[config.mk]
export PLATFORM = sky130hd
export DESIGN_NAME = snn_wb_host
export DESIGN_NICKNAME = d
export VERILOG_FILES = /design/src/rtl/snn_pkg.sv /design/src/rtl/snn_wb_host_xfer.sv /design/src/rtl/snn_wb_host.sv
export SDC_FILE = /design/constraint.sdc
export NUM_CORES = 1
export LEC_CHECK = 0
export CAP_MARGIN = 0
export CORE_MARGIN = 1
export CORE_UTILIZATION = 50
export CTS_CLUSTER_DIAMETER = 100
export CTS_CLUSTER_SIZE = 12
export DETAILED_ROUTE_END_ITERATION = 8
export PLACE_DENSITY = 0.81
export SLEW_MARGIN = 10
export SYNTH_ARGS = -nofsm -noshare
export SYNTH_HDL_FRONTEND = slang
export SYNTH_HIERARCHICAL = 1
export SYNTH_SLANG_ARGS = --single-unit
[constraint.sdc]
create_clock -name wb_clk_i -period 2.3 [get_ports wb_clk_i]
set_input_delay 0.69 -clock wb_clk_i [delete_from_list [all_inputs] [get_ports wb_clk_i]]
set_output_delay 0.69 -clock wb_clk_i [all_outputs]
set_load 0.02 [all_outputs]
[src/rtl/snn_pkg.sv]
// Shared constants, bus payload and FSM encoding for the SNN accelerator Wishbone host.
package snn_pkg;

  localparam int unsigned NUM_PIXELS   = 196;
  localparam int unsigned HALF_WEIGHTS = 980;
  localparam int unsigned OUTPUTS      = 10;

  localparam logic [31:0] IMG_OFS  = 32'h0000_0000;
  localparam logic [31:0] W0_OFS   = 32'h0000_1000;
  localparam logic [31:0] W1_OFS   = 32'h0000_2000;
  localparam logic [31:0] OUT_OFS  = 32'h0000_3000;
  localparam logic [31:0] CTRL_OFS = 32'h0000_4000;

  localparam int unsigned CTRL_EN_BIT   = 29;
  localparam int unsigned CTRL_DONE_BIT = 30;
  localparam int unsigned CTRL_TS_LSB   = 16;
  localparam int unsigned CTRL_VTH_LSB  = 8;
  localparam int unsigned CTRL_BETA_LSB = 0;

  localparam int unsigned TS_W   = 10;
  localparam int unsigned VTH_W  = 8;
  localparam int unsigned BETA_W = 8;
  localparam int unsigned CNT_W  = 10;

  typedef enum logic [3:0] {
    ST_IDLE, ST_LD_IMG, ST_LD_W0, ST_LD_W1, ST_WR_CTRL,
    ST_POLL, ST_RD_OUT, ST_FINISH, ST_ERR
  } state_e;

  typedef struct packed {
    logic [TS_W-1:0]   ts;
    logic [VTH_W-1:0]  vth;
    logic [BETA_W-1:0] beta;
  } cfg_t;

  typedef struct packed {
    logic        we;
    logic [31:0] adr;
    logic [31:0] dat;
  } wb_req_t;

  function automatic logic is_load(input state_e s);
    return s inside {ST_LD_IMG, ST_LD_W0, ST_LD_W1};
  endfunction

  // Word-indexed address inside one region of the accelerator map.
  function automatic logic [31:0] word_addr(input logic [31:0] base, input logic [31:0] ofs,
                                            input logic [CNT_W-1:0] idx);
    return base + ofs + {20'b0, idx, 2'b00};
  endfunction

  function automatic logic [31:0] ctrl_word(input cfg_t c);
    logic [31:0] w;
    w = '0;
    w[CTRL_EN_BIT] = 1'b1;
    w[CTRL_TS_LSB +: TS_W] = c.ts;
    w[CTRL_VTH_LSB +: VTH_W] = c.vth;
    w[CTRL_BETA_LSB +: BETA_W] = c.beta;
    return w;
  endfunction

endpackage

[src/rtl/snn_wb_host_xfer.sv]
// One-transaction Wishbone classic master with an ack timeout.
module wb_single_xfer
  import snn_pkg::*;
#(
  parameter int unsigned ACK_TIMEOUT = 255
) (
  input  logic        clk,
  input  logic        rst_n,
  input  logic        req_c,
  input  wb_req_t     req_i,
  input  logic        wbm_ack_i,
  input  logic [31:0] wbm_dat_i,
  output logic        wbm_cyc_o,
  output logic        wbm_stb_o,
  output logic        wbm_we_o,
  output logic [3:0]  wbm_sel_o,
  output logic [31:0] wbm_adr_o,
  output logic [31:0] wbm_dat_o,
  output logic        ack_c,
  output logic        timeout_c,
  output logic [31:0] rdata_c
);

  localparam int unsigned TMO_W = $clog2(ACK_TIMEOUT + 1);
  localparam logic [TMO_W-1:0] TMO_LAST = TMO_W'(ACK_TIMEOUT - 1);

  logic             cyc_q, cyc_d;
  logic             we_q, we_d;
  logic [31:0]      adr_q, adr_d;
  logic [31:0]      dat_q, dat_d;
  logic [TMO_W-1:0] tmo_q, tmo_d;

  // Acks outside an open cycle are ignored; the cycle closes on ack or timeout.
  always_comb begin
    cyc_d     = cyc_q;
    we_d      = we_q;
    adr_d     = adr_q;
    dat_d     = dat_q;
    tmo_d     = tmo_q;
    ack_c     = cyc_q & wbm_ack_i;
    timeout_c = cyc_q & ~wbm_ack_i & (tmo_q == TMO_LAST);
    rdata_c   = wbm_dat_i;
    if (cyc_q) begin
      if (ack_c || timeout_c) begin
        cyc_d = 1'b0;
        we_d  = 1'b0;
        tmo_d = '0;
      end else begin
        tmo_d = tmo_q + TMO_W'(1);
      end
    end else if (req_c) begin
      cyc_d = 1'b1;
      we_d  = req_i.we;
      adr_d = req_i.adr;
      dat_d = req_i.dat;
      tmo_d = '0;
    end
  end

  always_ff @(posedge clk) begin
    if (!rst_n) begin
      cyc_q <= 1'b0;
      we_q  <= 1'b0;
      adr_q <= '0;
      dat_q <= '0;
      tmo_q <= '0;
    end else begin
      cyc_q <= cyc_d;
      we_q  <= we_d;
      adr_q <= adr_d;
      dat_q <= dat_d;
      tmo_q <= tmo_d;
    end
  end

  assign wbm_cyc_o = cyc_q;
  assign wbm_stb_o = cyc_q;
  assign wbm_we_o  = we_q;
  assign wbm_sel_o = {4{cyc_q}};
  assign wbm_adr_o = adr_q;
  assign wbm_dat_o = dat_q;

endmodule

[src/rtl/snn_wb_host.sv]
// Wishbone host that loads image/weights into the SNN accelerator, starts it and reads results.
module snn_wb_host
  import snn_pkg::*;
#(
  parameter logic [31:0] BASE        = 32'h3000_0000,
  parameter int unsigned ACK_TIMEOUT = 255,
  parameter int unsigned POLL_LIMIT  = 65535
) (
  input  logic              wb_clk_i,
  input  logic              wb_rst_ni,
  input  logic              start_i,
  input  logic              load_i,
  input  logic [TS_W-1:0]   cfg_timesteps_i,
  input  logic [VTH_W-1:0]  cfg_vth_i,
  input  logic [BETA_W-1:0] cfg_beta_i,
  input  logic              data_valid_i,
  input  logic [7:0]        data_i,
  output logic              data_ready_o,
  output logic              res_valid_o,
  output logic [3:0]        res_idx_o,
  output logic [7:0]        res_data_o,
  output logic              busy_o,
  output logic              done_o,
  output logic              err_o,
  output logic              wbm_cyc_o,
  output logic              wbm_stb_o,
  output logic              wbm_we_o,
  output logic [3:0]        wbm_sel_o,
  output logic [31:0]       wbm_adr_o,
  output logic [31:0]       wbm_dat_o,
  input  logic              wbm_ack_i,
  input  logic [31:0]       wbm_dat_i
);

  localparam int unsigned POLL_W = $clog2(POLL_LIMIT + 1);
  localparam logic [POLL_W-1:0] POLL_LAST = POLL_W'(POLL_LIMIT - 1);
  localparam logic [CNT_W-1:0]  IMG_LAST  = CNT_W'(NUM_PIXELS - 1);
  localparam logic [CNT_W-1:0]  W_LAST    = CNT_W'(HALF_WEIGHTS - 1);
  localparam logic [CNT_W-1:0]  OUT_LAST  = CNT_W'(OUTPUTS - 1);

  state_e            state_q, state_d;
  logic [CNT_W-1:0]  cnt_q, cnt_d;
  logic [POLL_W-1:0] poll_q, poll_d;
  cfg_t              cfg_q, cfg_d;
  logic              busy_q, busy_d;
  logic              err_q, err_d;
  logic              done_q, done_d;
  logic              ready_q, ready_d;
  logic              res_valid_q, res_valid_d;
  logic [3:0]        res_idx_q, res_idx_d;
  logic [7:0]        res_data_q, res_data_d;

  wb_req_t           req;
  logic              req_c, ack_c, timeout_c, open_c, accept_c;
  logic [31:0]       rdata_c;
  logic [31:0]       ld_ofs;
  logic [CNT_W-1:0]  ld_last;
  state_e            ld_next;
  logic              unused_rdata;

  assign unused_rdata = ^{rdata_c[31], rdata_c[29:8]};

  // Region, last index and successor for the current load state.
  always_comb begin
    ld_ofs  = IMG_OFS;
    ld_last = IMG_LAST;
    ld_next = ST_LD_W0;
    case (state_q)
      ST_LD_W0: begin
        ld_ofs  = W0_OFS;
        ld_last = W_LAST;
        ld_next = ST_LD_W1;
      end
      ST_LD_W1: begin
        ld_ofs  = W1_OFS;
        ld_last = W_LAST;
        ld_next = ST_WR_CTRL;
      end
      default: ;
    endcase
  end

  assign accept_c = is_load(state_q) & data_valid_i & ready_q;

  always_comb begin
    state_d     = state_q;
    cnt_d       = cnt_q;
    poll_d      = poll_q;
    cfg_d       = cfg_q;
    busy_d      = busy_q;
    err_d       = err_q;
    done_d      = 1'b0;
    res_valid_d = 1'b0;
    res_idx_d   = res_idx_q;
    res_data_d  = res_data_q;
    req_c       = 1'b0;
    req         = '0;

    case (state_q)
      ST_IDLE: begin
        if (start_i) begin
          cfg_d   = '{ts: cfg_timesteps_i, vth: cfg_vth_i, beta: cfg_beta_i};
          err_d   = 1'b0;
          busy_d  = 1'b1;
          cnt_d   = '0;
          poll_d  = '0;
          state_d = load_i ? ST_LD_IMG : ST_WR_CTRL;
        end
      end
      ST_LD_IMG, ST_LD_W0, ST_LD_W1: begin
        req_c   = accept_c;
        req.we  = 1'b1;
        req.adr = word_addr(BASE, ld_ofs, cnt_q);
        req.dat = {24'b0, data_i};
        if (ack_c) begin
          if (cnt_q == ld_last) begin
            cnt_d   = '0;
            state_d = ld_next;
          end else begin
            cnt_d = cnt_q + CNT_W'(1);
          end
        end
      end
      ST_WR_CTRL: begin
        req_c   = ~wbm_cyc_o;
        req.we  = 1'b1;
        req.adr = BASE + CTRL_OFS;
        req.dat = ctrl_word(cfg_q);
        if (ack_c) begin
          poll_d  = '0;
          state_d = ST_POLL;
        end
      end
      ST_POLL: begin
        // Issuing only while the bus is closed leaves one idle cycle between reads.
        req_c   = ~wbm_cyc_o;
        req.adr = BASE + CTRL_OFS;
        if (ack_c) begin
          if (rdata_c[CTRL_DONE_BIT]) begin
            cnt_d   = '0;
            state_d = ST_RD_OUT;
          end else if (poll_q == POLL_LAST) begin
            state_d = ST_ERR;
          end else begin
            poll_d = poll_q + POLL_W'(1);
          end
        end
      end
      ST_RD_OUT: begin
        req_c   = ~wbm_cyc_o;
        req.adr = word_addr(BASE, OUT_OFS, cnt_q);
        if (ack_c) begin
          res_valid_d = 1'b1;
          res_idx_d   = 4'(cnt_q);
          res_data_d  = rdata_c[7:0];
          if (cnt_q == OUT_LAST) begin
            state_d = ST_FINISH;
          end else begin
            cnt_d = cnt_q + CNT_W'(1);
          end
        end
      end
      ST_FINISH: begin
        done_d  = 1'b1;
        busy_d  = 1'b0;
        state_d = ST_IDLE;
      end
      ST_ERR: begin
        err_d   = 1'b1;
        busy_d  = 1'b0;
        state_d = ST_IDLE;
      end
      default: state_d = ST_IDLE;
    endcase

    if (timeout_c) begin
      state_d = ST_ERR;
    end
  end

  // A bus cycle is open next cycle if one starts now or the current one continues.
  assign open_c  = req_c | (wbm_cyc_o & ~ack_c & ~timeout_c);
  assign ready_d = is_load(state_d) & ~open_c;

  always_ff @(posedge wb_clk_i) begin
    if (!wb_rst_ni) begin
      state_q     <= ST_IDLE;
      cnt_q       <= '0;
      poll_q      <= '0;
      cfg_q       <= '0;
      busy_q      <= 1'b0;
      err_q       <= 1'b0;
      done_q      <= 1'b0;
      ready_q     <= 1'b0;
      res_valid_q <= 1'b0;
      res_idx_q   <= '0;
      res_data_q  <= '0;
    end else begin
      state_q     <= state_d;
      cnt_q       <= cnt_d;
      poll_q      <= poll_d;
      cfg_q       <= cfg_d;
      busy_q      <= busy_d;
      err_q       <= err_d;
      done_q      <= done_d;
      ready_q     <= ready_d;
      res_valid_q <= res_valid_d;
      res_idx_q   <= res_idx_d;
      res_data_q  <= res_data_d;
    end
  end

  wb_single_xfer #(
    .ACK_TIMEOUT(ACK_TIMEOUT)
  ) u_xfer (
    .clk       (wb_clk_i),
    .rst_n     (wb_rst_ni),
    .req_c     (req_c),
    .req_i     (req),
    .wbm_ack_i (wbm_ack_i),
    .wbm_dat_i (wbm_dat_i),
    .wbm_cyc_o (wbm_cyc_o),
    .wbm_stb_o (wbm_stb_o),
    .wbm_we_o  (wbm_we_o),
    .wbm_sel_o (wbm_sel_o),
    .wbm_adr_o (wbm_adr_o),
    .wbm_dat_o (wbm_dat_o),
    .ack_c     (ack_c),
    .timeout_c (timeout_c),
    .rdata_c   (rdata_c)
  );

  assign data_ready_o = ready_q;
  assign res_valid_o  = res_valid_q;
  assign res_idx_o    = res_idx_q;
  assign res_data_o   = res_data_q;
  assign busy_o       = busy_q;
  assign done_o       = done_q;
  assign err_o        = err_q;

endmodule

==> results by group <==
Detailed routing
  • DR vias/cell: 5.155
  • Routed Antenna Nets: 0
  • Post-Route WL: 16.16 mm
  • Number of remaining DRC errors: 0
  • DR WL/cell: 13.87 um
  • Vias: 6,006
  • First-pass DRT Iterations: 5
  • Starting DRT DRC Count: 555

Floorplan
  • FP Rows: 41
  • Core Area: 12,670 um2
  • DIE WIDTH: 116.4 um
  • DIE AREA: 13,560 um2
  • Die height: 116.4 um
  • Ports: 160
  • Starting Density: 51.68%

Worst setup path
  • Startpoint class of the critical path: input pin
  • Worst-path fanout max: 4
  • Reg-to-Reg End: data_ready_o
  • Crit path kind: input pin to flop
  • RR Startpoint: state_q[1]
  • CP required: 2.61 ns
  • Reg2Reg Depth: 6
  • CP Launch Point: start_i
  • Crit path capture type: flop
  • Arr. time, crit path: 2.54 ns
  • Worst Setup EP: cnt_q[4]
  • Reg2Reg Setup Slack: 0.20 ns

Global route
  • Gr usage total: 25.26%
  • Global-route wire length before repair: 26.41 mm
  • Vias in the first global route: 5,526
  • Initial antenna violation count: 0
  • Largest net degree at the start of global routing: 53
  • Total grt overflow: 0

CTS
  • TritonCTS Buffers: 17
  • CTS max path bufs: 2
  • CTS root buf: clkbuf_16
  • CTS tree: yes
  • Clock H-tree levels: 4
  • Skew-Pair Late Insertion Delay: 0.42 ns
  • Clock transition at path regs: 0.06 ns
  • Clock Sinks: 147
  • Hold buffers post-CTS: 0

Layout
  • Nets@finish: 1,058
  • Antenna diode instance count: 0
  • Area Growth Syn to Fin: 37.08%
  • Fill count: 990
  • Ratio of cells with drive above 1 in the final layout: 10.98%
  • Layout Cells excl Fill: 1,165
  • Register area: 2943 um2
  • Util after Layout: 70.85%
  • Multi-input gate area: 3317 um2

Synth
  • Mapped Area: 6549 um2
  • Syn. warnings: 6
  • Gate Count Post-Synth: 814
  • Avg Synthesized Cell Area: 8.045 um2

Placed design
  • Gp weighted congestion: 0.8591
  • Pre-CTS setup slack: -0.3429 ns
  • I/O Buffers: 136
  • Post-DP HPWL: 10.94 mm
  • Inst Count DP: 1,132

Timing
  • Final setup TNS: 0 ns
  • Relative slew margins: 61.22%
  • Final hold violation count: 0
  • Hold slack: 0.4515 ns
  • Unrepaired setup endpoints after global routing: no
  • Setup ws final: 0.07372 ns
  • Fin crit period: 2.226 ns
  • Crit share post-route: 96.79%
  • Final setup fails: 0
  • Max Clk Rate: 449.2 MHz
  • Final setup skew: 0.008661 ns
  • Worst Tran Pin Value: 0.5796 ns
  • Slew Limit Fails: 0

Power
  • Clock group share of total power: 46.7%
  • P per Cell Area: 724.2 nW/um2
  • Lkg Pwr: 3.346 nW
  • Switching portion of total power: 23.17%
  • Int Power: 4.995 mW
  • Psw: 1.506 mW
  • Sequential share of power: 41.1%
  • Power share of the combinational group: 12.1%
  • Worst VDD drop: 0.0004937 V

Run
  • Max Cap Viol: 0

Worst hold path
  • Worst hold path type: flop to flop

Outcome
  • Status: complete, no violations
[cells in the final DEF (no fill, tap or decap), types with 3 or more instances in the layout]
cell type	count
a211oi_1	6
a21boi_0	42
a21oi_1	77
a22o_1	8
and2_1	9
and3_1	32
and4_1	6
buf_12	3
buf_4	53
bufinv_16	5
clkbuf_1	3
clkbuf_16	17
clkbuf_8	3
clkdlybuf4s50_1	136
conb_1	22
dfxtp_1	147
ha_1	6
inv_1	3
nand2_1	233
nand3_1	14
nand4_1	10
nand4b_1	4
nor2_1	41
nor2b_1	13
nor3_1	5
o21ai_0	10
o21ai_1	4
or3_1	5
or4_1	3
xnor2_1	3
xor2_1	18
[state kept, by name (all words and copies together) (netlist names), 4 cells and up]
signal            flops
cfg_q                26
cnt_q                10
poll_q               16
res_data_o            8
res_idx_o             4
state_q               4
u_xfer/tmo_q          8
u_xfer/wbm_adr_o     32
u_xfer/wbm_dat_o     32
[worst max-delay path, stage by stage]
cell	delay [ns]
clkdlybuf4s50_1	0.53
or3b_4	0.43
a21o_1	0.20
a21oi_2	0.18
buf_4	0.16
nand4_1	0.12
xor2_1	0.18
nor2_1	0.05
[power by group through the flow]
stage / Clock [mW] / Sequential, mW / Combinational (mW)
after floorplan: 0 / 2.76 / 0.399
after global placement: 0 / 2.73 / 0.769
after detailed placement: 0 / 2.73 / 0.779
after CTS: 3.08 / 2.67 / 0.782
after global routing: 3.19 / 2.68 / 0.865
final: 3.04 / 2.67 / 0.789
[per-layer routing]
metal | wire length, um | GRT usage, % | up-vias
met5 | 0 | 0 | -
li1 | - | - | 3045
met4 | 336 | 9.829 | 0
met3 | 957 | 7.006 | 25
met2 | 7684 | 40.55 | 187
met1 | 7182 | 32.18 | 2749
[cell type report]
cell class | instances | share of cell area [%]
clock buffers | 23 | 5.324
well taps | 172 | 2.397
repair buffers | 193 | 20.39
clock inverters | 9 | 1.951
flip-flops and latches | 147 | 32.78
inverters | 5 | 0.2091
multi-input cells | 616 | 36.95
[stage by stage]
stage | power, mW | instance area [um2]
floorplan | 3.163 | 6628
global placement | 3.495 | 8299
detailed placement | 3.509 | 8299
CTS | 6.537 | 8952
global route | 6.742 | 8977
finish | 6.501 | 8977
[worst min-delay path by stage]
stage / startpoint / depth (start not counted) / slack [ns] / to
floorplan: poll_q[5] / 2 / 0.43 / poll_q[5]
global placement: u_xfer/wbm_we_o / 2 / 0.44 / u_xfer/wbm_we_o
detailed placement: u_xfer/wbm_dat_o[23] / 2 / 0.45 / u_xfer/wbm_dat_o[23]
CTS: u_xfer/wbm_dat_o[23] / 2 / 0.45 / u_xfer/wbm_dat_o[23]
global route: u_xfer/wbm_adr_o[10] / 2 / 0.47 / u_xfer/wbm_adr_o[10]
finish: u_xfer/wbm_adr_o[0] / 2 / 0.45 / u_xfer/wbm_adr_o[0]
[timing repair]
item	4_1_cts	5_1_grt
buffers inserted	0	1
resized for setup	0	5
setup endpoints to repair	0	6
(Power assumes the default switching activity.)
